$ cat src/rtl/cnn_kernel_mc_pkg.sv
// cnn_kernel_mc_pkg
//   Shared defaults for the multi-channel kernel MAC: kernel geometry and
//   data widths, plus a width helper used for small counters.
package cnn_kernel_mc_pkg;

    localparam int DEF_KX     = 5;
    localparam int DEF_KY     = 5;
    localparam int DEF_I_F_BW = 8;
    localparam int DEF_W_BW   = 8;
    localparam int DEF_B_BW   = 16;
    localparam int DEF_O_BW   = 16;

    // Counter width that stays at least 1 bit when only one state is needed.
    function automatic int cnt_width(input int n);
        return (n > 1) ? $clog2(n) : 1;
    endfunction

endpackage

$ cat src/rtl/cnn_kernel_mc_tree.sv
// cnn_kernel_mc_tree
//   S1: KX*KY parallel multiplies (unsigned fmap x signed weight), registered.
//   S2: adder tree over the products, sign-extended to ACC_BW, registered.
//   A valid/first/last/bias sideband follows the data through both stages.
// Ports:
//   clk, reset_n          clock, async active-low reset
//   i_clear               kills both stage valids
//   i_valid/first/last    accepted beat and its group tags
//   i_bias                bias travelling with the beat
//   i_fmap, i_weight      window and weights, element n at [n*BW +: BW]
//   o_valid/first/last    sideband after S2
//   o_bias                bias after S2
//   o_sum                 registered window sum (ACC_BW, signed)
module cnn_kernel_mc_tree
    import cnn_kernel_mc_pkg::*;
#(
    parameter int KX     = DEF_KX,
    parameter int KY     = DEF_KY,
    parameter int I_F_BW = DEF_I_F_BW,
    parameter int W_BW   = DEF_W_BW,
    parameter int B_BW   = DEF_B_BW,
    parameter int ACC_BW = 32
) (
    input  logic                     clk,
    input  logic                     reset_n,
    input  logic                     i_clear,
    input  logic                     i_valid,
    input  logic                     i_first,
    input  logic                     i_last,
    input  logic [B_BW-1:0]          i_bias,
    input  logic [KX*KY*I_F_BW-1:0]  i_fmap,
    input  logic [KX*KY*W_BW-1:0]    i_weight,
    output logic                     o_valid,
    output logic                     o_first,
    output logic                     o_last,
    output logic [B_BW-1:0]          o_bias,
    output logic [ACC_BW-1:0]        o_sum
);

    localparam int NTAP    = KX * KY;
    localparam int PROD_BW = I_F_BW + W_BW + 1;

    logic [PROD_BW-1:0] w_prod [NTAP];
    logic [PROD_BW-1:0] r_prod [NTAP];
    logic [ACC_BW-1:0]  w_sum;
    logic               r_v1, r_f1, r_l1, r_v2, r_f2, r_l2;
    logic [B_BW-1:0]    r_b1, r_b2;
    logic [ACC_BW-1:0]  r_sum;

    // Both operands extended to the product width; the low PROD_BW bits of
    // the product are the exact signed result.
    always_comb begin
        for (int n = 0; n < NTAP; n++) begin
            w_prod[n] = {{W_BW{1'b0}}, i_fmap[n*I_F_BW +: I_F_BW]}
                      * {{(I_F_BW+1){i_weight[n*W_BW + W_BW-1]}}, i_weight[n*W_BW +: W_BW]};
        end
    end

    always_comb begin
        w_sum = '0;
        for (int n = 0; n < NTAP; n++) begin
            w_sum = w_sum + {{(ACC_BW-PROD_BW){r_prod[n][PROD_BW-1]}}, r_prod[n]};
        end
    end

    always_ff @(posedge clk or negedge reset_n) begin
        if (!reset_n) begin
            for (int n = 0; n < NTAP; n++) r_prod[n] <= '0;
            r_v1  <= 1'b0;
            r_f1  <= 1'b0;
            r_l1  <= 1'b0;
            r_b1  <= '0;
            r_v2  <= 1'b0;
            r_f2  <= 1'b0;
            r_l2  <= 1'b0;
            r_b2  <= '0;
            r_sum <= '0;
        end else begin
            for (int n = 0; n < NTAP; n++) r_prod[n] <= w_prod[n];
            r_v1  <= i_valid & ~i_clear;
            r_f1  <= i_first;
            r_l1  <= i_last;
            r_b1  <= i_bias;
            r_v2  <= r_v1 & ~i_clear;
            r_f2  <= r_f1;
            r_l2  <= r_l1;
            r_b2  <= r_b1;
            r_sum <= w_sum;
        end
    end

    assign o_valid = r_v2;
    assign o_first = r_f2;
    assign o_last  = r_l2;
    assign o_bias  = r_b2;
    assign o_sum   = r_sum;

endmodule

$ cat src/rtl/cnn_kernel_mc.sv
// cnn_kernel_mc
//   Accumulates IN_CH window beats (one per input channel) into one output
//   pixel, adds a per-filter bias, then optional ReLU and saturation.
//   Beat-to-pulse latency is 4 registered stages.
// Ports:
//   clk, reset_n    clock, async active-low reset
//   i_clear         synchronous abort of the open group and in-flight beats
//   i_in_valid      beat valid
//   i_in_fmap       KX*KY unsigned fmap elements
//   i_cnn_weight    KX*KY signed weights
//   i_bias          signed bias, used only on the first beat of a group
//   o_ot_valid      one-cycle pulse per completed pixel
//   o_ot_acc        signed result, held until the next pulse
//   o_grp_open      high while a group is partially accepted
module cnn_kernel_mc
    import cnn_kernel_mc_pkg::*;
#(
    parameter int KX      = DEF_KX,
    parameter int KY      = DEF_KY,
    parameter int IN_CH   = 3,
    parameter int I_F_BW  = DEF_I_F_BW,
    parameter int W_BW    = DEF_W_BW,
    parameter int B_BW    = DEF_B_BW,
    parameter int O_BW    = DEF_O_BW,
    parameter bit RELU_EN = 1'b1,
    parameter bit SAT_EN  = 1'b1
) (
    input  logic                     clk,
    input  logic                     reset_n,
    input  logic                     i_clear,
    input  logic                     i_in_valid,
    input  logic [KX*KY*I_F_BW-1:0]  i_in_fmap,
    input  logic [KX*KY*W_BW-1:0]    i_cnn_weight,
    input  logic [B_BW-1:0]          i_bias,
    output logic                     o_ot_valid,
    output logic [O_BW-1:0]          o_ot_acc,
    output logic                     o_grp_open
);

    localparam int ACC_BW = I_F_BW + 1 + W_BW + $clog2(KX*KY) + $clog2(IN_CH) + 1;
    localparam int CH_W   = cnt_width(IN_CH);

    logic [CH_W-1:0]   r_ch_cnt, w_ch_cnt_nxt;
    logic              r_grp_open;
    logic              w_first, w_last;
    logic              w_t_valid, w_t_first, w_t_last;
    logic [B_BW-1:0]   w_t_bias;
    logic [ACC_BW-1:0] w_t_sum, w_bias_ext;
    logic [ACC_BW-1:0] r_acc, w_relu;
    logic              r_acc_vld, r_acc_last;
    logic              w_in_range;
    logic [O_BW-1:0]   w_post;
    logic              r_ot_valid;
    logic [O_BW-1:0]   r_ot_acc;

    assign w_first = (r_ch_cnt == '0);
    assign w_last  = (r_ch_cnt == CH_W'(IN_CH - 1));

    always_comb begin
        w_ch_cnt_nxt = r_ch_cnt;
        if (i_clear) begin
            w_ch_cnt_nxt = '0;
        end else if (i_in_valid) begin
            w_ch_cnt_nxt = w_last ? '0 : r_ch_cnt + 1'b1;
        end
    end

    cnn_kernel_mc_tree #(
        .KX     (KX),
        .KY     (KY),
        .I_F_BW (I_F_BW),
        .W_BW   (W_BW),
        .B_BW   (B_BW),
        .ACC_BW (ACC_BW)
    ) u_tree (
        .clk      (clk),
        .reset_n  (reset_n),
        .i_clear  (i_clear),
        .i_valid  (i_in_valid),
        .i_first  (w_first),
        .i_last   (w_last),
        .i_bias   (i_bias),
        .i_fmap   (i_in_fmap),
        .i_weight (i_cnn_weight),
        .o_valid  (w_t_valid),
        .o_first  (w_t_first),
        .o_last   (w_t_last),
        .o_bias   (w_t_bias),
        .o_sum    (w_t_sum)
    );

    assign w_bias_ext = {{(ACC_BW-B_BW){w_t_bias[B_BW-1]}}, w_t_bias};

    // S4 post-processing: ReLU first, then saturate or wrap to O_BW.
    always_comb begin
        w_relu = (RELU_EN && r_acc[ACC_BW-1]) ? '0 : r_acc;
        // Representable in O_BW iff all bits from the O_BW sign bit upward agree.
        w_in_range = (&w_relu[ACC_BW-1:O_BW-1]) | ~(|w_relu[ACC_BW-1:O_BW-1]);
        w_post = w_relu[O_BW-1:0];
        if (SAT_EN && !w_in_range) begin
            w_post = w_relu[ACC_BW-1] ? {1'b1, {(O_BW-1){1'b0}}} : {1'b0, {(O_BW-1){1'b1}}};
        end
    end

    always_ff @(posedge clk or negedge reset_n) begin
        if (!reset_n) begin
            r_ch_cnt   <= '0;
            r_grp_open <= 1'b0;
            r_acc      <= '0;
            r_acc_vld  <= 1'b0;
            r_acc_last <= 1'b0;
            r_ot_valid <= 1'b0;
            r_ot_acc   <= '0;
        end else begin
            r_ch_cnt   <= w_ch_cnt_nxt;
            r_grp_open <= (w_ch_cnt_nxt != '0);
            r_acc_vld  <= w_t_valid & ~i_clear;
            r_acc_last <= w_t_last;
            r_ot_valid <= r_acc_vld & r_acc_last & ~i_clear;
            // First beat reloads, so nothing carries over between groups.
            if (w_t_valid) begin
                r_acc <= w_t_first ? (w_t_sum + w_bias_ext) : (r_acc + w_t_sum);
            end
            if (r_acc_vld && r_acc_last && !i_clear) begin
                r_ot_acc <= w_post;
            end
        end
    end

    assign o_ot_valid = r_ot_valid;
    assign o_ot_acc   = r_ot_acc;
    assign o_grp_open = r_grp_open;

endmodule

$ cat config.mk
export PLATFORM = sky130hd
export DESIGN_NAME = cnn_kernel_mc
export DESIGN_NICKNAME = d
export VERILOG_FILES = /design/src/rtl/cnn_kernel_mc_pkg.sv /design/src/rtl/cnn_kernel_mc_tree.sv /design/src/rtl/cnn_kernel_mc.sv
export SDC_FILE = /design/constraint.sdc
export NUM_CORES = 2
export LEC_CHECK = 0
export BUFFER_PORTS_ARGS = -buffer_cell sky130_fd_sc_hd__buf_2
export CAP_MARGIN = 20
export CELL_PAD_IN_SITES_DETAIL_PLACEMENT = 1
export CELL_PAD_IN_SITES_GLOBAL_PLACEMENT = 2
export CORE_MARGIN = 8
export CORE_UTILIZATION = 42
export DETAILED_ROUTE_END_ITERATION = 8
export PLACE_DENSITY = 0.84
export SLEW_MARGIN = 20
export SYNTH_ARGS = -nofsm -noshare
export SYNTH_HDL_FRONTEND = slang
export SYNTH_HIERARCHICAL = 1
export SYNTH_SLANG_ARGS = --single-unit
$ cat constraint.sdc
create_clock -name clk -period 10.13 [get_ports clk]
set_clock_uncertainty 0.15 [all_clocks]
set_input_delay 1.013 -clock clk [delete_from_list [all_inputs] [get_ports clk]]
set_output_delay 1.013 -clock clk [all_outputs]
set_load 0.02 [all_outputs]
Word level (Yosys, flattened, before mapping)
Index checks and enable logic that the tools add are counted.
- flip-flop bits (word level): 535
- output and inout port bits: 18
- $add $sub $neg: 27
- multipliers: 25
- eq/ne operators: 1
- mux-type cells: 7
- bitwise operators: 8
- reductions and logical operators: 7
- operator list (kind ; number):
    25-bit adder ; 25
    9-bit by 8-bit multiplier with 17-bit output ; 25
    16-bit two-way mux ; 2
    25-bit two-way mux ; 1
    24-bit two-way mux ; 1
    17-bit by 17-bit adder with 18-bit output ; 1
    10-bit AND reduction ; 1
    10-bit OR reduction ; 1
    2-bit two-way mux ; 3
    1-bit bitwise AND ; 5
    2-bit by 1-bit adder with 2-bit output, second input constant ; 1
    2-bit == test, second input constant ; 1
    1-bit logical AND ; 2
    2-bit logical NOT ; 1
    1-bit inverter ; 2
    2-bit nonzero test ; 1
    1-bit logical NOT ; 1
    1-bit OR ; 1

Depth between registers and ports, before layout
- depth in word-level cells: 24
- depth in mapped cells: 32

By module
Netlist, hierarchy kept.
- modules (own cells, without submodules) (module ; instances ; cells each ; area an instance (um^2) ; sequential area each (um^2)):
    cnn_kernel_mc_tree ; 1 ; 8063 ; 78540.3 ; 12211.7
    cnn_kernel_mc ; 1 ; 375 ; 3490.8 ; 1176.1

Worst setup path after synthesis
OpenSTA, ideal clock, no wires.
- kind: register -> register
- from: reg u_tree/r_prod[358] (netlist bit)
- to: reg u_tree.r_sum[22], in the netlist u_tree/o_sum[22]
- arrival: 7.562 ns
- data required time: 9.849 ns
- path slack: 2.287 ns
- cell stages (with the launch flop): 32
- period minus slack after synthesis: 7.843 ns
- cells stage by stage: dfrtp_1 > inv_1 > fa_1 > fa_1 > inv_1 > ha_1 > inv_1 > fa_1 > nor2b_1 > o31a_1 > o21bai_1 > nand3_1 > a2111oi_0 > nor3b_1 > fa_1 > inv_1 > fa_1 > inv_1 > fa_1 > fa_1 > inv_1 > fa_1 > inv_1 > fa_1 > inv_1 > ha_1 > a21oi_1 > o21ai_0 > a311o_1 > a21oi_1 > a21oi_1 > xor2_1
- longest elaborated chain between the ends: 22
- ends and longest elaborated chain (what ; RTL line ; source):
    start, declared ; cnn_kernel_mc_tree.sv:44 ; logic [PROD_BW-1:0] r_prod [NTAP];
    25-bit adder (22 in series) ; cnn_kernel_mc_tree.sv:62 ; w_sum = w_sum + {{(ACC_BW-PROD_BW){r_prod[n][PROD_BW-1]}}, r_prod[n]};
    net u_tree.w_sum[22] ; cnn_kernel_mc_tree.sv:45 ; logic [ACC_BW-1:0] w_sum;
    end signal, assigned ; cnn_kernel_mc_tree.sv:88 ; r_sum <= w_sum;
    end, declared ; cnn_kernel_mc_tree.sv:48 ; logic [ACC_BW-1:0] r_sum;
The timed path passes the listed nets, and every way through them passes these cells.
A chain may end at the register's enable or synchronous reset.

Worst setup path in the final report
- from: reg u_tree/r_prod[358] (netlist bit)
- to: reg u_tree.r_sum[24], in the netlist u_tree/o_sum[24]
Same word-level chain as after synthesis.

==> impl_metrics.toml <==
[outcome]
status = "complete, no violations"

[global_route]
grt_overflow = 0
grt_usage_pct = 23.2
use_met3_pct = 2.58
top_usage_layer = "met2"
grt_pass1_wl_microns = 386000
antenna_found_initial = 62
use_met1_pct = 29.6
grt_use_met2_pct = 41.4
grt_max_degree = 164
grt_pass1_vias = 68137

[clock_tree]
cts_buffer_depth = 3
insertion_delay_ps = 670
cts_hold_buf = 0
post_cts_buffers = 0
h-tree-depth = 3
cts.sinks = 535
cts.clk_slew.worst_paths_ps = 60
cts_resized = 0
cts_tree = "done"
numCtsBuffers = 70
cts.root.buffer_cell = "clkbuf_16"

[sta]
layout_setup_ws_ps = 1360
hold_ws_ps = 199
setup_tns_ps = 0
fmax_mhz = 114
period_share_pct = 86.6
slew_headroom_pct = 34.5
final_hold_viol_count = 0
worst_pin_slew_ps = 982
finalCriticalPeriod_ps = 8770
setup_viol = 0
slew_violations = 0
rsz0062_at_grt = "false"

[synthesis]
ys_seq_elements = 535
yosysSeqAreaShare_pct = 16.3
syn_inst = 8438
synthArstFlopShare_pct = 100
synth-edff-count = 0
avgSynthCellArea_sq_um = 9.72
yosysWarnings = 6
ys_types = 83
synth_area_sq_mm = 0.0820
syn-num-nets = 11330
synthFlopType = "dfrtp_1"

[worst_setup_path]
reg2reg_slack_ps = 1360
start_kind = "flip-flop"
reg2reg_to = "u_tree/o_sum[24]$_DFF_PN0_"
reg2regPathDepth = 31
slowest_delay_ps = 550
slowest_stage = "fa_1"
rr_startpoint = "u_tree/r_prod[358]$_DFF_PN0_"
crit_fanout = 6
critPathArrivalTime_ps = 9180
critPathCaptureType = "flip-flop"
crit_type = "flip-flop to flip-flop"
cpMostUsedCell = "fa_1"
worstPathRequired_ps = 10540

[min_path]
worstHoldStart = "u_tree/r_l1$_DFF_PN0_"
min_path_type = "flip-flop to flip-flop"
min_to = "u_tree/o_last$_DFF_PN0_"
worstHoldPathCells = 0

[final_layout]
seq_area_sq_mm = 0.0134
area_delta_synth_final_pct = 9.53
nets = 11823
multi_input_area_sq_mm = 0.0612
instances_no_fill = 11564
layout-drive-gt1-share_pct = 6.98
fill_cells = 22273

[routing]
first_pass_iters = 5
vias = 59183
avgViaCountPerCell = 5.12
first_iter_violations = 2700
drc = 0
ant_nets = 0
routed_wl_microns = 242000
wl_per_cell_microns = 20.9

[place]
dp.cells = 11401
gp_congestion = 0.910
dp_hpwl_microns = 209000
pre_cts_ws_ps = 1490
portBuffers = 437

[floorplan]
chipWidth_microns = 458
num_rows = 162
initial_core_util_pct = 42.2
io_pins = 438
core_sq_mm = 0.195
fp.dieH_microns = 458
dieArea_sq_mm = 0.210

[job]
cap_viol_max_count = 0
worst max-delay path, delay by kind of cell (launching register included):
family                     cells  cell delay [ps]
AOI/OAI and AO/OA              9             2440
DFF                            1              320
adders and majority gates     11             4840
and+or+nand+nor                3              450
buffers and inverters          8              450
metal layers:
metal / up-vias / wire [microns]
li1: 27267 / -
met1: 30767 / 102000
met2: 858 / 124000
met3: 281 / 8220
met4: 10 / 7440
met5: - / 63
logic make-up (layout without fill, tap and decap cells):
logic type	count (synthesis)	count (layout)	share of synthesized area, %
buf+inv	1970	2517	9.03
compound gates	839	839	6.95
xor+xnor	264	264	2.84
flops	535	535	16.3
mux	37	37	0.497
simple gates	2321	2321	14.6
other cells	0	37	0
fa+ha+maj	2472	2472	49.8
area by class of cell:
cell class,instances,area share (%)
antenna,37,0.103
clock buffer,93,2.21
clock inverter,33,0.418
inverter,1946,8.13
multi-input combinational,5933,68.2
sequential,535,14.9
tap,2542,3.54
timing repair buffer,445,2.54
state kept, by name, summed over array words and instances (netlist names), 2 cells and up:
signal	cells
u_tree/o_sum	25
r_ch_cnt	2
u_tree/r_b1	16
u_tree/o_bias	16
u_tree/r_prod	425
r_acc	25
o_ot_acc	16
synth_stat cells (27+ instances only):
library cell  number  area, sq um
inv_1           1945         7300
fa_1            1320        26400
ha_1            1152        14400
and2_1           873         5460
nand2_1          689         2590
dfrtp_1          535        13400
nor2_1           285         1070
a21oi_1          215         1080
xnor2_1          201         1760
nand2b_1         158          988
o21ai_0          130          651
nor3_1            97          485
a21o_1            91          683
o21a_1            71          533
xor2_1            62          543
nand3_1           48          240
and3_1            45          282
o211ai_1          45          338
nor2b_1           44          275
a31oi_1           34          213
o31a_1            32          280
mux2_2            30          338
a211oi_1          27          203
o31ai_1           27          203
how the worst max path moves through the flow:
stage	endpoint	from	cells past startpoint	slack (ps)
2_1_floorplan	u_tree/o_sum[22]$_DFF_PN0_	u_tree/r_prod[358]$_DFF_PN0_	31	2290
3_5_place_dp	u_tree/o_sum[24]$_DFF_PN0_	u_tree/r_prod[375]$_DFF_PN0_	31	1490
3_3_place_gp	u_tree/o_sum[22]$_DFF_PN0_	u_tree/r_prod[358]$_DFF_PN0_	31	1660
4_1_cts	u_tree/o_sum[24]$_DFF_PN0_	u_tree/r_prod[358]$_DFF_PN0_	31	1420
6_report	u_tree/o_sum[24]$_DFF_PN0_	u_tree/r_prod[358]$_DFF_PN0_	31	1360
5_1_grt	u_tree/o_sum[24]$_DFF_PN0_	u_tree/r_prod[358]$_DFF_PN0_	31	860
through the flow:
stage	instance area (sq um)	utilization, %
after global routing	89800	46.2
final	89800	46.2
after floorplan	82000	-
after global placement	87400	44.9
after detailed placement	87400	44.9
after CTS	89700	46.1
placed cells by master, fill, tap and decap left out, drive strengths merged, types with 48 or more instances in the layout:
cell / Yosys / routed
ha: 1152 / 1152
nor3: 98 / 98
a21o: 92 / 92
nand2: 689 / 689
inv: 1945 / 1955
o21ai: 134 / 134
nand2b: 158 / 158
nand3: 48 / 48
a21oi: 216 / 216
buf: 6 / 445
and2: 873 / 873
dfrtp: 535 / 535
nor2: 285 / 285
o21a: 71 / 71
fa: 1320 / 1320
xnor2: 201 / 201
xor2: 62 / 62
clkbuf: 18 / 93
Power is not shown: default switching activity piles up to over one toggle a cycle in this logic, so the estimate is an artifact.
